===== src/rtl/spike_serializer.sv =====
// Spike frame serializer: takes a LEN-step spike frame and replays it one
// time step per cycle. There is one active frame register and one pending
// register, and an optional run of forced-silent GAP cycles after each frame.
module spike_serializer #(
  parameter int unsigned LEN      = 8,
  parameter int unsigned IDLE_GAP = 0,
  parameter int unsigned CNT_W    = 16
) (
  input  logic                    clk,
  input  logic                    rst_n,
  input  logic                    in_valid,
  input  logic [0:LEN-1]          in_frame,
  output logic                    in_ready,
  output logic                    out_valid,
  output logic                    spike_out,
  output logic [$clog2(LEN)-1:0]  t_out,
  output logic                    frame_start,
  output logic                    frame_done,
  output logic [CNT_W-1:0]        frame_cnt
);

  localparam int unsigned TW    = $clog2(LEN);
  localparam int unsigned GW    = (IDLE_GAP > 1) ? $clog2(IDLE_GAP) : 1;
  localparam logic [TW-1:0] TLast = TW'(LEN - 1);
  localparam logic [GW-1:0] GLast = GW'((IDLE_GAP > 0) ? IDLE_GAP - 1 : 0);

  typedef enum logic [1:0] {StIdle, StRun, StGap} state_e;

  state_e           state_q, state_d;
  logic [TW-1:0]    t_q, t_d;
  logic [GW-1:0]    gap_q, gap_d;
  logic [0:LEN-1]   active_q, active_d;
  logic [0:LEN-1]   pend_q, pend_d;
  logic             pend_valid_q, pend_valid_d;
  logic [CNT_W-1:0] cnt_q, cnt_d;

  logic             accept;
  logic [TW-1:0]    idx;
  logic             out_valid_d, spike_d, start_d, done_d;
  logic [TW-1:0]    t_out_d;

  // Readiness is combinational so that a free pending slot can be used in
  // the same cycle; it is forced low while reset is asserted.
  assign in_ready  = rst_n & ~pend_valid_q;
  assign accept    = in_valid & in_ready;
  assign frame_cnt = cnt_q;

  // State, datapath and registered outputs.
  always_ff @(posedge clk or negedge rst_n) begin
    if (!rst_n) begin
      state_q      <= StIdle;
      t_q          <= '0;
      gap_q        <= '0;
      active_q     <= '0;
      pend_q       <= '0;
      pend_valid_q <= 1'b0;
      cnt_q        <= '0;
      out_valid    <= 1'b0;
      spike_out    <= 1'b0;
      t_out        <= '0;
      frame_start  <= 1'b0;
      frame_done   <= 1'b0;
    end else begin
      state_q      <= state_d;
      t_q          <= t_d;
      gap_q        <= gap_d;
      active_q     <= active_d;
      pend_q       <= pend_d;
      pend_valid_q <= pend_valid_d;
      cnt_q        <= cnt_d;
      out_valid    <= out_valid_d;
      spike_out    <= spike_d;
      t_out        <= t_out_d;
      frame_start  <= start_d;
      frame_done   <= done_d;
    end
  end

  // Next-state: frame sequencing, pending handoff and the completed-frame count.
  always_comb begin
    state_d      = state_q;
    t_d          = t_q;
    gap_d        = gap_q;
    active_d     = active_q;
    pend_d       = pend_q;
    pend_valid_d = pend_valid_q;
    cnt_d        = cnt_q;
    case (state_q)
      StIdle: begin
        if (accept) begin
          active_d = in_frame;
          t_d      = '0;
          state_d  = StRun;
        end
      end
      StRun: begin
        if (t_q != TLast) begin
          t_d = t_q + TW'(1);
          if (accept) begin
            pend_d       = in_frame;
            pend_valid_d = 1'b1;
          end
        end else begin
          cnt_d = cnt_q + CNT_W'(1);
          t_d   = '0;
          if (IDLE_GAP == 0) begin
            // Back-to-back: pending first, else a same-cycle accept bypasses pending.
            if (pend_valid_q) begin
              active_d     = pend_q;
              pend_valid_d = 1'b0;
            end else if (accept) begin
              active_d = in_frame;
            end else begin
              state_d = StIdle;
            end
          end else begin
            state_d = StGap;
            gap_d   = '0;
            if (accept) begin
              pend_d       = in_frame;
              pend_valid_d = 1'b1;
            end
          end
        end
      end
      StGap: begin
        if (gap_q == GLast) begin
          t_d = '0;
          // An accept on the final gap cycle goes straight to active so it is not lost.
          if (pend_valid_q) begin
            active_d     = pend_q;
            pend_valid_d = 1'b0;
            state_d      = StRun;
          end else if (accept) begin
            active_d = in_frame;
            state_d  = StRun;
          end else begin
            state_d = StIdle;
          end
        end else begin
          gap_d = gap_q + GW'(1);
          if (accept) begin
            pend_d       = in_frame;
            pend_valid_d = 1'b1;
          end
        end
      end
      default: state_d = StIdle;
    endcase
  end

  // Output decode from the next state so every output leaves a flop.
  always_comb begin
    idx         = TLast - t_d;
    out_valid_d = (state_d == StRun);
    spike_d     = out_valid_d & active_d[idx];
    t_out_d     = out_valid_d ? t_d : '0;
    start_d     = out_valid_d && (t_d == '0);
    done_d      = out_valid_d && (t_d == TLast);
  end

endmodule


===== config.mk =====
export PLATFORM = sky130hd
export DESIGN_NAME = spike_serializer
export DESIGN_NICKNAME = d
export VERILOG_FILES = /design/src/rtl/spike_serializer.sv
export SDC_FILE = /design/constraint.sdc
export NUM_CORES = 1
export LEC_CHECK = 0
export ABC_AREA = 0
export BUFFER_PORTS_ARGS = -buffer_cell sky130_fd_sc_hd__buf_2
export CAP_MARGIN = 30
export CORE_MARGIN = 1
export CORE_UTILIZATION = 50
export CTS_BUF_LIST = sky130_fd_sc_hd__clkbuf_2 sky130_fd_sc_hd__clkbuf_4 sky130_fd_sc_hd__clkbuf_8
export DETAILED_ROUTE_END_ITERATION = 7
export GPL_TIMING_DRIVEN = 0
export PLACE_DENSITY = 0.76
export SLEW_MARGIN = 10
export SYNTH_ARGS = -nofsm -noshare
export SYNTH_HDL_FRONTEND = slang
export SYNTH_SLANG_ARGS = --single-unit

===== constraint.sdc =====
create_clock -name clk -period 2.9 [get_ports clk]
set_clock_uncertainty 0.05 [all_clocks]
set_input_delay 0.29 -clock clk [delete_from_list [all_inputs] [get_ports clk]]
set_output_delay 0.29 -clock clk [all_outputs]
set_load 0.03 [all_outputs]

==> results.ini <==
[pwr]
switching_power_uw=223
peakVddDrop_mv=0.303
swShare=0.212
p_leak_nw=1.28
p_comb_frac=0.027
internal_power_uw=826
p_per_area_nw_per_um2=414
pwr-share-seq=0.598
p_clk_frac=0.375

[critical_path]
critPathTopFamily=compound AO/OA/AOI/OAI gates
critPathLaunchType=flop
r2r-end=spike_out$_DFF_PN0_
crit_buf_inv=0
critPathRequiredTime_ns=3.03
crit_path_max_fanout=8
crit_cells=8
r2r-start=t_q[1]$_DFF_PN0_
end_kind=flop
path_cells=ha_1 > ha_1 > a211o_4 > a311oi_4 > o211ai_1 > mux2i_1 > mux2i_1 > a22o_1
worstPathArrival_ns=2.71
r2r_cells=8
max_stage_delay_ns=0.44
worstSetupPathType=flop to flop
reg2reg_slack_ns=0.32
slowest_stage=a311oi_4

[clock_tree]
cts.sinks=45
clk_path_buf_depth=2
cts_root_buffer=clkbuf_8
numCtsBuffers=5
cts_tree=done
ctsHtreeMaxLevel=2
path_clk_slew_ns=0.08
clk_latency_ns=0.30

[worst_hold_path]
whs_endpoint=pend_q[5]$_DFFE_PN0P_
holdCritPathClass=input port to flop
holdPathStages=2
min-delay-start=in_frame[5]

[die]
rows=23
initial_core_util=0.533
die_area_um2=4620
io_pins=35
die_h_um=68.0
dieWidth_um=68.0
core_um2=4090

[synth]
synth.net_count=211
synthCells=193
syn_area_per_cell_um2=11.3
synth_edf_count=0
yosys_most_used_dff=dfrtp_1
yosysTopAreaCell=dfrtp_1
synth_common_cells=45 x dfrtp_1, 19 x nand3_1, 13 x inv_1
yosysWarnings=0
synth_seq_area_share=0.517
netlist.area_leader.share=0.517
synth.most_common_cell=dfrtp_1
syn-cell-area_um2=2180
yosys-top-cells-area=dfrtp_1 52%, xnor2_1 4.8%, mux2_2 4.7%
ys_types=44
async_flop_share=1.00
ys_seq_elements=45

[run]
drv_cap=0

[drt]
drc=0
ant_nets=0
drt_wl_total_mm=4.15
dr.pass1.iters=4
post_drt_wl_per_cell_um=14.4
routed_via_density=5.51
via_count=1581
drtIter0Drc=42

[finish]
antenna_cells=0
drive_gt1_frac=0.283
syn2layout_area_growth_pct=16.4
fin_nets=254
fin_util=0.620

[sta]
slew_headroom=0.606
fin_crit_sh=0.888
finalSetupViolations=0
period_minus_slack_ns=2.58
clock.fmax_mhz=388
rsz0062_at_grt=no
finalHoldViolCount=0
worst_pin_slew_ns=0.588
setup_tns_ns=0
finalMaxSlewViolations=0

[global_route]
grt_util_met3=0.0550
grt_pass1_wl_mm=7.03
overflow=0
gr-usage-all-layers=0.207
antenna_found_initial=0
grt_max_degree=32
met2_usage=0.331
busiest_layer=met2
grt_pass1_vias=1559
use_met1=0.277

[placement]
gp_congestion=0.797
hpwl_mm=2.95
io_buffers=34

[status]
status=finished, final reports clean

[state kept, by name, indices dropped and copies added (netlist names)]
name          flops
out_valid         1
frame_start       1
active_q          8
pend_valid_q      1
frame_cnt        16
t_out             3
frame_done        1
pend_q            8
spike_out         1
t_q               3
state_q           2
[cells by family (layout without fill, tap and decap cells)]
logic type,count (synthesis),count (layout),synth area share
buffers and inverters,19,63,0.0345
multiplexers,13,13,0.0655
flip-flops,45,45,0.517
AND/OR/NAND/NOR,61,61,0.156
AO/OA/AOI/OAI,33,33,0.126
adder cells (fa/ha/maj),7,7,0.0402
XOR/XNOR,15,15,0.0603
[repair_timing]
item,in CTS,in global routing
gates resized for setup,0,1
endpoints found under the hold margin,20,0
endpoints found under the setup margin,0,1
hold buffers,1,0
setup buffers,0,0
[placed cells by master, fill, tap and decap left out, types with 3 or more instances in the layout]
cell	n
mux2_2	9
nand4_1	4
o21ai_0	3
clkbuf_4	3
o22ai_1	3
a21oi_1	5
buf_2	35
mux2i_1	3
nand2_1	9
nor4_1	3
clkbuf_8	5
nor2_1	10
nand3_1	19
o211ai_1	8
dfrtp_1	45
o21a_1	3
xnor2_1	12
nor3_1	3
inv_1	13
xor2_1	3
ha_1	7
[worst max-delay path by stage]
stage	to	slack [ns]	start
floorplan	spike_out$_DFF_PN0_	0.62	t_q[1]$_DFF_PN0_
global placement	spike_out$_DFF_PN0_	0.14	rst_n
detailed placement	spike_out$_DFF_PN0_	0.36	t_q[1]$_DFF_PN0_
CTS	spike_out$_DFF_PN0_	0.19	rst_n
global route	spike_out$_DFF_PN0_	0.10	rst_n
finish	spike_out$_DFF_PN0_	0.32	t_q[1]$_DFF_PN0_
[layout make-up]
cell class              count  area [µm²]
plain buffers               5        22.5
clock buffers               7        83.8
clock inverters             1        7.51
fillers                   341        1550
inverters                  14        52.6
multi-input cells         129         976
flip-flops and latches     45        1130
well taps                  50        62.6
repair buffers             36         203
[per-stage QoR]
stage          hold slack (ns)  std cells  setup WS [ns]  cell area [µm²]  total power [mW]
6_report                 0.191        287          0.324             2530              1.05
2_1_floorplan          -0.0556        193          0.616             2180             0.641
5_1_grt                  0.200        287          0.102             2530              1.08
4_1_cts                  0.189        287          0.192             2530              1.06
3_3_place_gp             0.405        277          0.137             2410             0.663
3_5_place_dp             0.226        278          0.355             2430             0.667
[per-layer routing]
| layer | routed length [µm] | share of wire |
|---|---|---|
| met5 | 0 | 0 |
| met4 | 41 | 0.0099 |
| met3 | 127 | 0.031 |
| met2 | 2050 | 0.49 |
| met1 | 1930 | 0.47 |
[power by group through the flow]
| stage | Sequential, mW | Combinational (mW) | Clock [mW] |
|---|---|---|---|
| 2_1_floorplan | 0.640 | 0.00147 | 0 |
| 3_3_place_gp | 0.639 | 0.0240 | 0 |
| 3_5_place_dp | 0.639 | 0.0282 | 0 |
| 4_1_cts | 0.627 | 0.0293 | 0.401 |
| 5_1_grt | 0.627 | 0.0329 | 0.417 |
| 6_report | 0.627 | 0.0282 | 0.393 |
No activity file was read; power rests on OpenSTA's default activity.
